[src/rtl/counter.sv]
// counter: up/down counter with a synchronous load and a registered wrap pulse.
//
// Parameters
//   WIDTH    count register width in bits (2..32)
//   STEP     increment/decrement magnitude (1 <= STEP < 2**WIDTH)
//
// Ports
//   clock    rising-edge system clock
//   reset    asynchronous active-low reset; clears count and wrap at once
//   enable   count-enable; count holds when low
//   up_dn    direction, 1 = up, 0 = down
//   load     synchronous load strobe, takes priority over enable
//   load_val value captured on load
//   count    current count, straight from a register
//   wrap     one-cycle registered pulse on an overflow/underflow step
//   zero     combinational flag, high while count == 0
//
// Build option
//   COUNTER_SATURATE_EN  when defined, steps saturate at all-ones / zero
//                        instead of wrapping, and wrap pulses on every step
//                        that hits the limit. Undefined by default.
module counter #(
    parameter int unsigned WIDTH = 5,
    parameter int unsigned STEP  = 1
) (
    input  logic             clock,
    input  logic             reset,
    input  logic             enable,
    input  logic             up_dn,
    input  logic             load,
    input  logic [WIDTH-1:0] load_val,
    output logic [WIDTH-1:0] count,
    output logic             wrap,
    output logic             zero
);

    localparam int unsigned XW = WIDTH + 1;
    localparam logic [XW-1:0] STEP_X = XW'(STEP);

    logic [1:0]       rel_q;
    logic             run;
    logic [XW-1:0]    sum_x;
    logic [XW-1:0]    diff_x;
    logic [WIDTH-1:0] count_d;
    logic             wrap_d;

    // Two-stage release of the async reset. Counting may start once the
    // first stage has captured the release, so the first update lands on
    // the second rising edge after reset goes high.
    always_ff @(posedge clock or negedge reset) begin
        if (!reset) begin
            rel_q <= '0;
        end else begin
            rel_q <= {rel_q[0], 1'b1};
        end
    end

    assign run = rel_q[0] | rel_q[1];

    // One-bit-wider arithmetic: the top bit is the carry (up) or borrow (down).
    assign sum_x  = {1'b0, count} + STEP_X;
    assign diff_x = {1'b0, count} - STEP_X;

    // Next count / wrap: load beats enable beats hold.
    always_comb begin
        count_d = count;
        wrap_d  = 1'b0;
        if (run) begin
            if (load) begin
                count_d = load_val;
            end else if (enable) begin
                if (up_dn) begin
                    wrap_d  = sum_x[WIDTH];
                    count_d = sum_x[WIDTH-1:0];
`ifdef COUNTER_SATURATE_EN
                    if (sum_x[WIDTH]) begin
                        count_d = '1;
                    end
`endif
                end else begin
                    wrap_d  = diff_x[WIDTH];
                    count_d = diff_x[WIDTH-1:0];
`ifdef COUNTER_SATURATE_EN
                    if (diff_x[WIDTH]) begin
                        count_d = '0;
                    end
`endif
                end
            end
        end
    end

    // Count and wrap registers.
    always_ff @(posedge clock or negedge reset) begin
        if (!reset) begin
            count <= '0;
            wrap  <= 1'b0;
        end else begin
            count <= count_d;
            wrap  <= wrap_d;
        end
    end

    assign zero = (count == '0);

endmodule

[config.mk]
export PLATFORM = sky130hd
export DESIGN_NAME = counter
export DESIGN_NICKNAME = d
export VERILOG_FILES = /design/src/rtl/counter.sv
export SDC_FILE = /design/constraint.sdc
export NUM_CORES = 1
export LEC_CHECK = 0
export CAP_MARGIN = 25
export CORE_AREA = 2 2 39 41
export CTS_CLUSTER_DIAMETER = 30
export CTS_CLUSTER_SIZE = 25
export DETAILED_ROUTE_END_ITERATION = 6
export DIE_AREA = 0 0 41 43
export PLACE_DENSITY = 0.66
export SYNTH_ARGS = -nofsm -noshare
export SYNTH_HDL_FRONTEND = slang
export SYNTH_SLANG_ARGS = --single-unit
[constraint.sdc]
create_clock -name clock -period 1.8 [get_ports clock]
set_input_delay 0.36 -clock clock [delete_from_list [all_inputs] [get_ports clock]]
set_output_delay 0.36 -clock clock [all_outputs]
set_load 0.02 [all_outputs]
==> out/qor.yml <==
run_status:
  status: "finished clean"
yosys:
  ys_async_sr_fraction_pct: 100.0
  netlist_instances: 50
  yosysUniqueCellTypes: 32
  synth_seq_area_share_pct: 39.80
  synthesis.nets: 62
  synth_edf_count: 0
  dominantRegCellSynth: "dfrtp_1"
  ys_warn_count: 0
  yosys_register_bits: 8
  avgSynthCellArea_um2: 10.06
  syn_area_um2: 503.0
min_path:
  holdCritPathClass: "primary input to asynchronous set/reset pin"
clocking:
  cts_htree_levels: 1
  path_clk_slew_ns: 0.05
  cts_tree: "yes"
  cts_sinks: 8
  post_cts_buffers: 0
  clk_latency_ns: 0.25
  cts_root_buffer: "clkbuf_4"
  ctsHoldBuffers: 0
  cts-buffers-inserted: 3
  clockBufferDepth: 2
die:
  die_y_um: 43
  rows: 14
  initial_core_util_pct: 36.35
  core_area_um2: 1384
  ios: 17
  dieArea_um2: 1763
  die_w_um: 41
worst_setup_path:
  startpoint_type: "flop"
  path_class: "flop to output pin"
  cp_max_fo: 7
  endpoint_kind: "output pin"
  arrival_ns: 1.38
  required_ns: 1.44
cells_and_area:
  nNetsFinal: 91
  postLayoutCellArea_um2: 769.5
  antenna_cells: 0
  finish.utilization_pct: 55.61
  drive_above_1_share_pct: 20.78
  area_delta_synth_final_pct: 52.99
sta:
  fin_crit_sh_pct: 96.94
  hold_slack_ns: 0.3797
  setup_viol: 0
  finClkSkew_ns: 0.001470
  hold_viol: 0
  rsz0062_at_grt: "no"
  layout_min_cycle_time_ns: 1.745
  fmax_ghz: 0.5731
  final_max_slew_viol_count: 0
route:
  drc_errors: 0
  ant_nets: 0
  vias: 488
  avgRoutedWirePerCell_um: 13.23
  wirelength_um: 1230
  drtIter0Drc: 7
  first_pass_iters: 4
  routed_via_density: 5.247
placed_design:
  dp_hpwl_um: 974.5
  gp_congestion: 0.7612
  post_dp_cell_area_um2: 743.2
  io_buffers: 16
power_and_ir_drop:
  power.leakage_nw: 0.3409
  p_total_mw: 0.6881
  p_per_area_nw_per_um2: 894.2
  peakVddDrop_mv: 0.5266
global_routing:
  grt_pass1_wl_um: 1952
  grt_max_degree: 9
  grtUsageTotal_pct: 17.39
  grt-ovfl-total: 0
  grt_pass1_vias: 458
  antenna_found_initial: 0
flow_run:
  drv_cap: 0
-- worst max-delay path: stages (launching register included) --
cell	delay (ns)
dfrtp_1	0.37
buf_4	0.16
clkdlybuf4s50_1	0.60
-- synth_stat cells (2+ instances only) --
cell type  n  area share [%]
nor2_1     4             3.0
dfrtp_1    8              40
o211a_1    2             4.0
ha_1       2             5.0
inv_1      2             1.5
nor3_1     3             3.0
a21oi_1    2             2.0
nand3_1    2             2.0
o21ai_0    2             2.0
-- worst paths after layout --
path	startpoint	endpoint	slack, ns	cells after the start
max reg2reg	count[0]	count[4]	0.17	5
max in group asynchronous	reset	count[0]	1.16	1
max	count[2]	count[2]	0.06	2
min in group clock	rel_q[0]	rel_q[1]	0.48	0
min	reset	count[4]	0.38	1
min reg2reg	rel_q[0]	rel_q[1]	0.48	0
-- kinds of logic after synthesis --
group / Yosys count / synth area share, %
and+or+nand+nor: 18 / 22.39
DFF: 8 / 39.80
muxes: 2 / 4.229
adders and majority gates: 2 / 4.974
AOI/OAI and AO/OA: 14 / 21.64
xor gates and xnor gates: 1 / 1.742
other: 1 / 0.7456
buffers and inverters: 4 / 4.477
-- per-stage QoR --
step | worst slack [ns] | instances | TNS (ns)
after detailed placement | -0.03874 | 90 | -0.06652
after CTS | 0.04053 | 93 | 0
final | 0.05516 | 93 | 0
after global routing | 0.001111 | 93 | 0
after floorplan | 0.05552 | 50 | 0
after global placement | -0.02742 | 90 | -0.03181
-- cells in the final DEF (no fill, tap or decap), types with 2 or more instances in the layout --
cell type        synthesis  layout
nor3_1                   3       2
a21oi_1                  2       2
nor2_1                   4       4
o21ai_0                  2       2
nand3_1                  2       2
o211a_1                  2       2
inv_1                    2       2
clkdlybuf4s50_1          0      15
dfrtp_1                  8       8
ha_1                     2       2
clkbuf_4                 0       3
buf_4                    0      10
-- registers in the layout, indices dropped and copies added (netlist names) --
register,cells
count,5
rel_q,2
wrap,1
-- where the power goes --
group	switching (mW)	leakage [nW]	internal, mW
clock	0.0613	0.0138	0.0763
combinational	0.155	0.230	0.168
sequential	0.0192	0.0968	0.209
-- repair_timing --
item,4_1_cts,5_1_grt
setup endpoints to repair,1,1
resized for setup,1,1
endpoints found under the hold margin,0,0
gates cloned,0,0
-- routing by layer --
metal / wire length, µm / share of wire, % / global-route usage, % / up-vias
met4: 17 / 1.4 / 6.000 / 0
met2: 590 / 48 / 25.62 / 17
met5: 0 / 0 / 0 / -
met1: 542 / 44 / 20.72 / 221
li1: - / - / - / 248
met3: 80 / 6.5 / 9.424 / 2
-- layout make-up --
type	instances	area, µm²
fillers	147	614.3
multi-input cells	38	285.3
repair buffers	26	234.0
flip-flops and latches	8	200.2
clock buffers	3	22.52
well taps	16	20.02
inverters	2	7.507
Note: power is estimated with default switching activity, not from simulation.
